`config.mk`:
```
export PLATFORM = sky130hd
export DESIGN_NAME = bp_be_branch_resolver
export DESIGN_NICKNAME = d
export VERILOG_FILES = /design/src/rtl/bp_be_pkg.sv /design/src/rtl/bsg_fifo_1r1w_small.sv /design/src/rtl/bp_be_branch_resolver.sv
export SDC_FILE = /design/constraint.sdc
export NUM_CORES = 1
export LEC_CHECK = 0
export ABC_AREA = 1
export BUFFER_PORTS_ARGS = -buffer_cell sky130_fd_sc_hd__buf_2
export CELL_PAD_IN_SITES_DETAIL_PLACEMENT = 0
export CELL_PAD_IN_SITES_GLOBAL_PLACEMENT = 1
export CORE_AREA = 2 2 172 174
export CTS_CLUSTER_DIAMETER = 150
export DETAILED_ROUTE_END_ITERATION = 8
export DIE_AREA = 0 0 174 176
export PLACE_DENSITY = 0.82
export SYNTH_ARGS = -nofsm -noshare
export SYNTH_HDL_FRONTEND = slang
export SYNTH_HIERARCHICAL = 1
export SYNTH_SLANG_ARGS = --single-unit
```
`constraint.sdc`:
```
create_clock -name clk_i -period 6 [get_ports clk_i]
set_input_delay 1.5 -clock clk_i [delete_from_list [all_inputs] [get_ports clk_i]]
set_output_delay 1.5 -clock clk_i [all_outputs]
set_load 0.1 [all_outputs]
```
`src/rtl/bp_be_pkg.sv`:
```
// bp_be_pkg: shared types for the backend branch resolver.
//   bp_be_fe_cmd_type_e       - command kind sent to the frontend queue
//   bp_be_br_resolver_state_e - resolver FSM state
//   bp_be_br_cmd_s            - buffered command {cmd_type, pc, npc, taken}
// The command struct depends on the virtual address width, so it is
// declared through a macro that any module can expand at its own width.
// A default-width copy lives in the package for shared use.

`ifndef BP_BE_PKG_MACROS
`define BP_BE_PKG_MACROS

`define BP_BE_BR_CMD_WIDTH(vaddr_width_mp) (2 + 2 * (vaddr_width_mp))

`define BP_BE_DECLARE_BR_CMD_S(vaddr_width_mp) \
  typedef struct packed { \
    bp_be_fe_cmd_type_e          cmd_type; \
    logic [vaddr_width_mp-1:0]   pc; \
    logic [vaddr_width_mp-1:0]   npc; \
    logic                        taken; \
  } bp_be_br_cmd_s

`endif

package bp_be_pkg;

  localparam int vaddr_width_gp = 39;

  typedef enum logic [0:0] {
    e_fe_cmd_redirect = 1'b0,
    e_fe_cmd_attaboy  = 1'b1
  } bp_be_fe_cmd_type_e;

  typedef enum logic [0:0] {
    e_run        = 1'b0,
    e_wrong_path = 1'b1
  } bp_be_br_resolver_state_e;

  `BP_BE_DECLARE_BR_CMD_S(vaddr_width_gp);

endpackage

```
`src/rtl/bsg_fifo_1r1w_small.sv`:
```
// bsg_fifo_1r1w_small: small one-read one-write FIFO, els_p entries.
// Ports:
//   clk_i, reset_i    - clock, synchronous active-high reset
//   v_i, ready_o      - enqueue valid / space available
//   data_i            - enqueue payload
//   v_o, data_o       - head valid / head payload
//   yumi_i            - consumer takes the head this cycle (only honored with v_o)
//   count_o           - current occupancy
// Simultaneous enqueue and dequeue keep the occupancy unchanged.

module bsg_fifo_1r1w_small #(
  parameter int width_p = 1,
  parameter int els_p   = 2
) (
  input  logic                           clk_i,
  input  logic                           reset_i,
  input  logic                           v_i,
  output logic                           ready_o,
  input  logic [width_p-1:0]             data_i,
  output logic                           v_o,
  output logic [width_p-1:0]             data_o,
  input  logic                           yumi_i,
  output logic [$clog2(els_p+1)-1:0]     count_o
);

  localparam int ptr_width_lp   = (els_p > 1) ? $clog2(els_p) : 1;
  localparam int count_width_lp = $clog2(els_p + 1);

  logic [width_p-1:0]        mem_r [els_p];
  logic [ptr_width_lp-1:0]   wptr_r, rptr_r;
  logic [count_width_lp-1:0] count_r;
  logic                      enq, deq;

  assign ready_o = (count_r != count_width_lp'(els_p));
  assign v_o     = (count_r != '0);
  assign data_o  = mem_r[rptr_r];
  assign count_o = count_r;

  assign enq = v_i & ready_o;
  assign deq = yumi_i & v_o;

  always_ff @(posedge clk_i) begin
    if (reset_i) begin
      wptr_r  <= '0;
      rptr_r  <= '0;
      count_r <= '0;
    end else begin
      if (enq) wptr_r <= (wptr_r == ptr_width_lp'(els_p - 1)) ? '0 : wptr_r + 1'b1;
      if (deq) rptr_r <= (rptr_r == ptr_width_lp'(els_p - 1)) ? '0 : rptr_r + 1'b1;
      case ({enq, deq})
        2'b10:   count_r <= count_r + 1'b1;
        2'b01:   count_r <= count_r - 1'b1;
        default: count_r <= count_r;
      endcase
    end
  end

  // NOTE: storage is deliberately not reset; occupancy and pointers alone
  // decide what is valid, and the consumer gates data_o with v_o.
  always_ff @(posedge clk_i) begin
    if (enq) mem_r[wptr_r] <= data_i;
  end

endmodule

```
`src/rtl/bp_be_branch_resolver.sv`:
```
// bp_be_branch_resolver: compares the resolved next PC of each branch/jump
// against the frontend prediction and returns a command to the frontend.
// Match -> attaboy (training); mismatch -> one-cycle flush plus redirect.
// Ports:
//   clk_i, reset_i                 - clock, synchronous active-high reset
//   br_v_i, pc_i, br_tgt_i,
//   npc_pred_i, taken_i            - resolved branch from the integer pipe
//   stall_o                        - issue must hold br_v_i
//   flush_o                        - squash instructions younger than the mispredict
//   fe_cmd_v_o, fe_cmd_ready_i     - command handshake toward the frontend queue
//   fe_cmd_type_o, fe_cmd_pc_o,
//   fe_cmd_npc_o, fe_cmd_taken_o   - command payload (FIFO head, zero when empty)

module bp_be_branch_resolver #(
  parameter int vaddr_width_p = 39
) (
  input  logic                     clk_i,
  input  logic                     reset_i,
  input  logic                     br_v_i,
  input  logic [vaddr_width_p-1:0] pc_i,
  input  logic [vaddr_width_p-1:0] br_tgt_i,
  input  logic [vaddr_width_p-1:0] npc_pred_i,
  input  logic                     taken_i,
  output logic                     stall_o,
  output logic                     flush_o,
  output logic                     fe_cmd_v_o,
  input  logic                     fe_cmd_ready_i,
  output logic                     fe_cmd_type_o,
  output logic [vaddr_width_p-1:0] fe_cmd_pc_o,
  output logic [vaddr_width_p-1:0] fe_cmd_npc_o,
  output logic                     fe_cmd_taken_o
);

  import bp_be_pkg::*;

  `BP_BE_DECLARE_BR_CMD_S(vaddr_width_p);
  localparam int cmd_width_lp = `BP_BE_BR_CMD_WIDTH(vaddr_width_p);

  bp_be_br_resolver_state_e state_r, state_n;

  // Stage R: input register
  logic                     reg_v_r;
  logic [vaddr_width_p-1:0] reg_pc_r, reg_tgt_r, reg_pred_r;
  logic                     reg_taken_r;

  // Command FIFO
  logic                     fifo_v, fifo_ready, fifo_yumi;
  logic [1:0]               fifo_count;
  logic [cmd_width_lp-1:0]  fifo_data;
  bp_be_br_cmd_s            enq_cmd, head_cmd, head_gated;

  logic mispredict, accept;

  // Stage C compare: full-width, no masking of any PC bit.
  assign mispredict = reg_v_r & (reg_tgt_r != reg_pred_r);
  assign flush_o    = mispredict;

  // Occupancy plus the in-flight compare slot; holding issue at two keeps
  // stage C from ever enqueueing into a full FIFO.
  assign stall_o = ({1'b0, fifo_count} + 3'(reg_v_r)) >= 3'd2;

  // Branches arriving in the flush cycle are already wrong-path, even though
  // the state register still reads e_run.
  assign accept = br_v_i & ~stall_o & (state_r == e_run) & ~mispredict;

  always_ff @(posedge clk_i) begin
    if (reset_i) reg_v_r <= 1'b0;
    else         reg_v_r <= accept;
  end

  always_ff @(posedge clk_i) begin
    if (accept) begin
      reg_pc_r    <= pc_i;
      reg_tgt_r   <= br_tgt_i;
      reg_pred_r  <= npc_pred_i;
      reg_taken_r <= taken_i;
    end
  end

  always_comb begin
    enq_cmd.cmd_type = mispredict ? e_fe_cmd_redirect : e_fe_cmd_attaboy;
    enq_cmd.pc       = reg_pc_r;
    enq_cmd.npc      = reg_tgt_r;
    enq_cmd.taken    = reg_taken_r;
  end

  bsg_fifo_1r1w_small #(
    .width_p (cmd_width_lp),
    .els_p   (2)
  ) cmd_fifo (
    .clk_i   (clk_i),
    .reset_i (reset_i),
    .v_i     (reg_v_r & fifo_ready),
    .ready_o (fifo_ready),
    .data_i  (enq_cmd),
    .v_o     (fifo_v),
    .data_o  (fifo_data),
    .yumi_i  (fifo_yumi),
    .count_o (fifo_count)
  );

  assign fifo_yumi  = fifo_v & fe_cmd_ready_i;
  assign head_cmd   = bp_be_br_cmd_s'(fifo_data);
  assign head_gated = fifo_v ? head_cmd : '0;

  assign fe_cmd_v_o     = fifo_v;
  assign fe_cmd_type_o  = head_gated.cmd_type;
  assign fe_cmd_pc_o    = head_gated.pc;
  assign fe_cmd_npc_o   = head_gated.npc;
  assign fe_cmd_taken_o = head_gated.taken;

  // FSM: leave the wrong path only once the redirect itself is handed off.
  always_ff @(posedge clk_i) begin
    if (reset_i) state_r <= e_run;
    else         state_r <= state_n;
  end

  // NOTE: state_n is given its hold value before the case so every path
  // assigns it and no latch is inferred.
  always_comb begin
    state_n = state_r;
    case (state_r)
      e_run:        if (mispredict) state_n = e_wrong_path;
      e_wrong_path: if (fifo_yumi && head_cmd.cmd_type == e_fe_cmd_redirect)
                      state_n = e_run;
      default:      state_n = e_run;
    endcase
  end

endmodule

```
==> flow_metrics.env <==
export IMPL_slowest_delay_ns=0.75
export IMPL_min_period_ns=4.07
export IMPL_finalSetupViolations=0
export IMPL_synth_common_cells="278 x edfxtp_1, 164 x nand2_1, 132 x inv_1, 80 x mux2_4, 22 x nor2_1"
export IMPL_area_growth_pct=20.7
export IMPL_yosysTopAreaCell="edfxtp_1"
export IMPL_grt_pass1_wl_mm=31.1
export IMPL_core_um2=28500
export IMPL_cp_end_kind="primary output"
export IMPL_postCtsHoldBufs=0
export IMPL_first_global_vias=5974
export IMPL_hp_class="reg -> reg"
export IMPL_worstPathCellList="buf_12, mux2_4, nand2_1, inv_1, buf_2"
export IMPL_swShare=0.267
export IMPL_worstReg2RegEnd="reg_tgt_r[24]"
export IMPL_synth_ff_type="edfxtp_1"
export IMPL_routed_wl_mm=20.3
export IMPL_vdd_ir_drop_max_mv=0.245
export IMPL_cp_slowest_cell="dfxtp_4"
export IMPL_syn_avg_cell_area_um2=15.4
export IMPL_p_leak_nw=6.04
export IMPL_yosysMostFrequentCell="edfxtp_1"
export IMPL_setup_tns_ns=0
export IMPL_min_period_over_period=0.678
export IMPL_grt_antenna_before_repair=4
export IMPL_num_rows=62
export IMPL_initial_core_util=0.398
export IMPL_synth_area_leaders="edfxtp_1 73%, mux2_4 11%, nand2_1 5.4%, inv_1 4.4%, xnor2_1 1.5%"
export IMPL_top_layer="met5"
export IMPL_power_density_nw_per_um2=357
export IMPL_vias_per_cell=4.34
export IMPL_power_frac_seq=0.489
export IMPL_clk_path_buf_depth=3
export IMPL_ys_seq_area_frac=0.746
export IMPL_path_depth=5
export IMPL_cp_start_kind="flip-flop"
export IMPL_setup_slack_ns=1.93
export IMPL_cp_num_buf_inv=3
export IMPL_postRouteAntennaNets=0
export IMPL_postCtsSetupBuffers=0
export IMPL_internal_power_mw=3.59
export IMPL_synthCells=738
export IMPL_syn_num_nets=861
export IMPL_final_nets=1083
export IMPL_relSlewSlack=0.285
export IMPL_synth_edff_count=278
export IMPL_crit_family="buffers and inverters"
export IMPL_cap_violations=0
export IMPL_synth_cell_types=20
export IMPL_hold_slack_ns=0.442
export IMPL_die_y_um=176
export IMPL_portBuffers=204
export IMPL_hold_violations=0
export IMPL_drt_pass1_iter_count=4
export IMPL_status="finished, final reports clean"
export IMPL_arrival_ns=2.57
export IMPL_path_clk_slew_ns=0.06
export IMPL_fmax_mhz=246
export IMPL_grt_max_degree=84
export IMPL_switchingPower_mw=1.31
export IMPL_drt_met1_wl_mm=8.66
export IMPL_worstSkewPairLatency_ns=0.54
export IMPL_yosys_warnings=6
export IMPL_p_clk_frac=0.372
export IMPL_crit_end="fe_cmd_npc_o[26]"
export IMPL_synth_top_area_share=0.734
export IMPL_io_pins=205
export IMPL_wl_met3_mm=1.14
export IMPL_crit_required_ns=4.50
export IMPL_p_comb_frac=0.139
export IMPL_crit_fanout=49
export IMPL_fin_util=0.481
export IMPL_rsz0062_at_grt="false"
export IMPL_vias=5931
export IMPL_hpwl_mm=13.3
export IMPL_die_area_um2=30600
export IMPL_nFillCells=2511
export IMPL_layout_drive_gt1_share=0.351
export IMPL_chipWidth_um=174
export IMPL_cts_resized_gates=0
export IMPL_wl_per_cell_um=14.8
export IMPL_r2r_slack_ns=3.03
export IMPL_wl_met2_mm=9.85
export IMPL_tritoncts="yes"
export IMPL_crit_type="reg -> out"
export IMPL_cts_buffers=29
export IMPL_fin_skew_ns=0.0118
export IMPL_remaining_drc_errors=0
export IMPL_syn_area_um2=11400
export IMPL_reg2reg_depth=12
export IMPL_maxSlewViolCount=0
export IMPL_numClockSinks=285
export IMPL_grt_total_usage=0.130
export IMPL_overflow=0
export IMPL_r2r_start="reg_tgt_r[32]"
export IMPL_async_reset_ff_frac=0
export IMPL_pre_cts_ws_ns=2.46
export IMPL_htreeDepth=1
export IMPL_tightest_slew_ns=1.07
export IMPL_routabilityCongestion=0.729
export IMPL_ys_ff_latch=285
export IMPL_drtIter0Drc=380
export IMPL_ctsRootBufferMaster="clkbuf_16"
[kinds of logic (layout without fill, tap and decap cells)]
kind of cell,count (synthesis),count (layout),synth area share
flops,285,285,0.746
simple gates,193,193,0.0651
buf+inv,150,393,0.0616
mux,80,80,0.106
xor+xnor,21,21,0.0162
compound gates,8,8,0.00396
fa+ha+maj,1,1,0.00110
other cells,0,3,0
[stage by stage]
stage	instances	area, µm²	total power [mW]
floorplan	738	11400	2.98
global placement	1313	12700	3.12
detailed placement	1313	12700	3.13
CTS	1365	13700	4.96
global route	1367	13700	5.09
finish	1368	13700	4.90
[state kept, by name, indices dropped and copies added (netlist names), named ones only]
name and flops:
cmd_fifo/mem_r 160, reg_pc_r 39, reg_pred_r 39, reg_tgt_r 39, cmd_fifo/count_o 2, cmd_fifo/rptr_r 1, cmd_fifo/wptr_r 1, reg_taken_r 1
reg_v_r 1, state_r 1
[cell usage in the layout, fill, tap and decap left out, types with 2 or more instances in the layout]
cell type and n:
nor2_1 20, clkinv_1 4, dfxtp_1 6, mux2_4 80, diode_2 3, clkbuf_16 29, o21ai_0 3, inv_1 131
nand4_1 3, buf_2 204, nand2_2 2, nor2_4 2, edfxtp_1 278, bufinv_16 5, nand2_1 163, a21oi_1 3
buf_4 4, clkinvlp_4 2, xnor2_1 20, clkinv_2 9
[worst reg2reg max path, delay by kind of cell (launching register included)]
family                 cells  cell delay [ns]
DFF                        1             0.43
and+or+nand+nor            9             1.10
buffers and inverters      3             1.03
[cell type report]
cell class,instances,area [µm²],share of cell area
diodes,3,7.51,0.000547
multi-input cells,303,2210,0.161
clock buffers,30,729,0.0531
inverters,132,498,0.0363
clock inverters,22,243,0.0177
repair buffers,209,1070,0.0780
flip-flops and latches,285,8490,0.619
well taps,384,480,0.0350
[worst min-delay path by stage]
stage            startpoint               endpoint  slack, ns  cells past startpoint
3_5_place_dp   reg_pc_r[19]  cmd_fifo/mem_r[0][59]       0.43                      0
3_3_place_gp   reg_pc_r[26]  cmd_fifo/mem_r[0][66]       0.42                      0
5_1_grt        reg_pc_r[19]  cmd_fifo/mem_r[0][59]       0.45                      0
6_report       reg_pc_r[19]  cmd_fifo/mem_r[1][59]       0.44                      0
4_1_cts        reg_pc_r[19]  cmd_fifo/mem_r[1][59]       0.44                      0
2_1_floorplan   reg_taken_r   cmd_fifo/mem_r[0][0]       0.42                      0
[per-layer routing]
metal	track usage	vias to the layer above
met5	0	-
met4	0.0424	2
met3	0.0271	39
met2	0.224	182
met1	0.167	2788
li1	-	2920
[power by group through the flow]
stage | clock network (mW) | logic (mW) | registers [mW]
2_1_floorplan | 0 | 0.550 | 2.43
3_3_place_gp | 0 | 0.687 | 2.43
3_5_place_dp | 0 | 0.694 | 2.44
4_1_cts | 1.87 | 0.695 | 2.40
5_1_grt | 1.95 | 0.728 | 2.41
6_report | 1.82 | 0.683 | 2.40
Note: power is estimated with default switching activity, not from simulation.
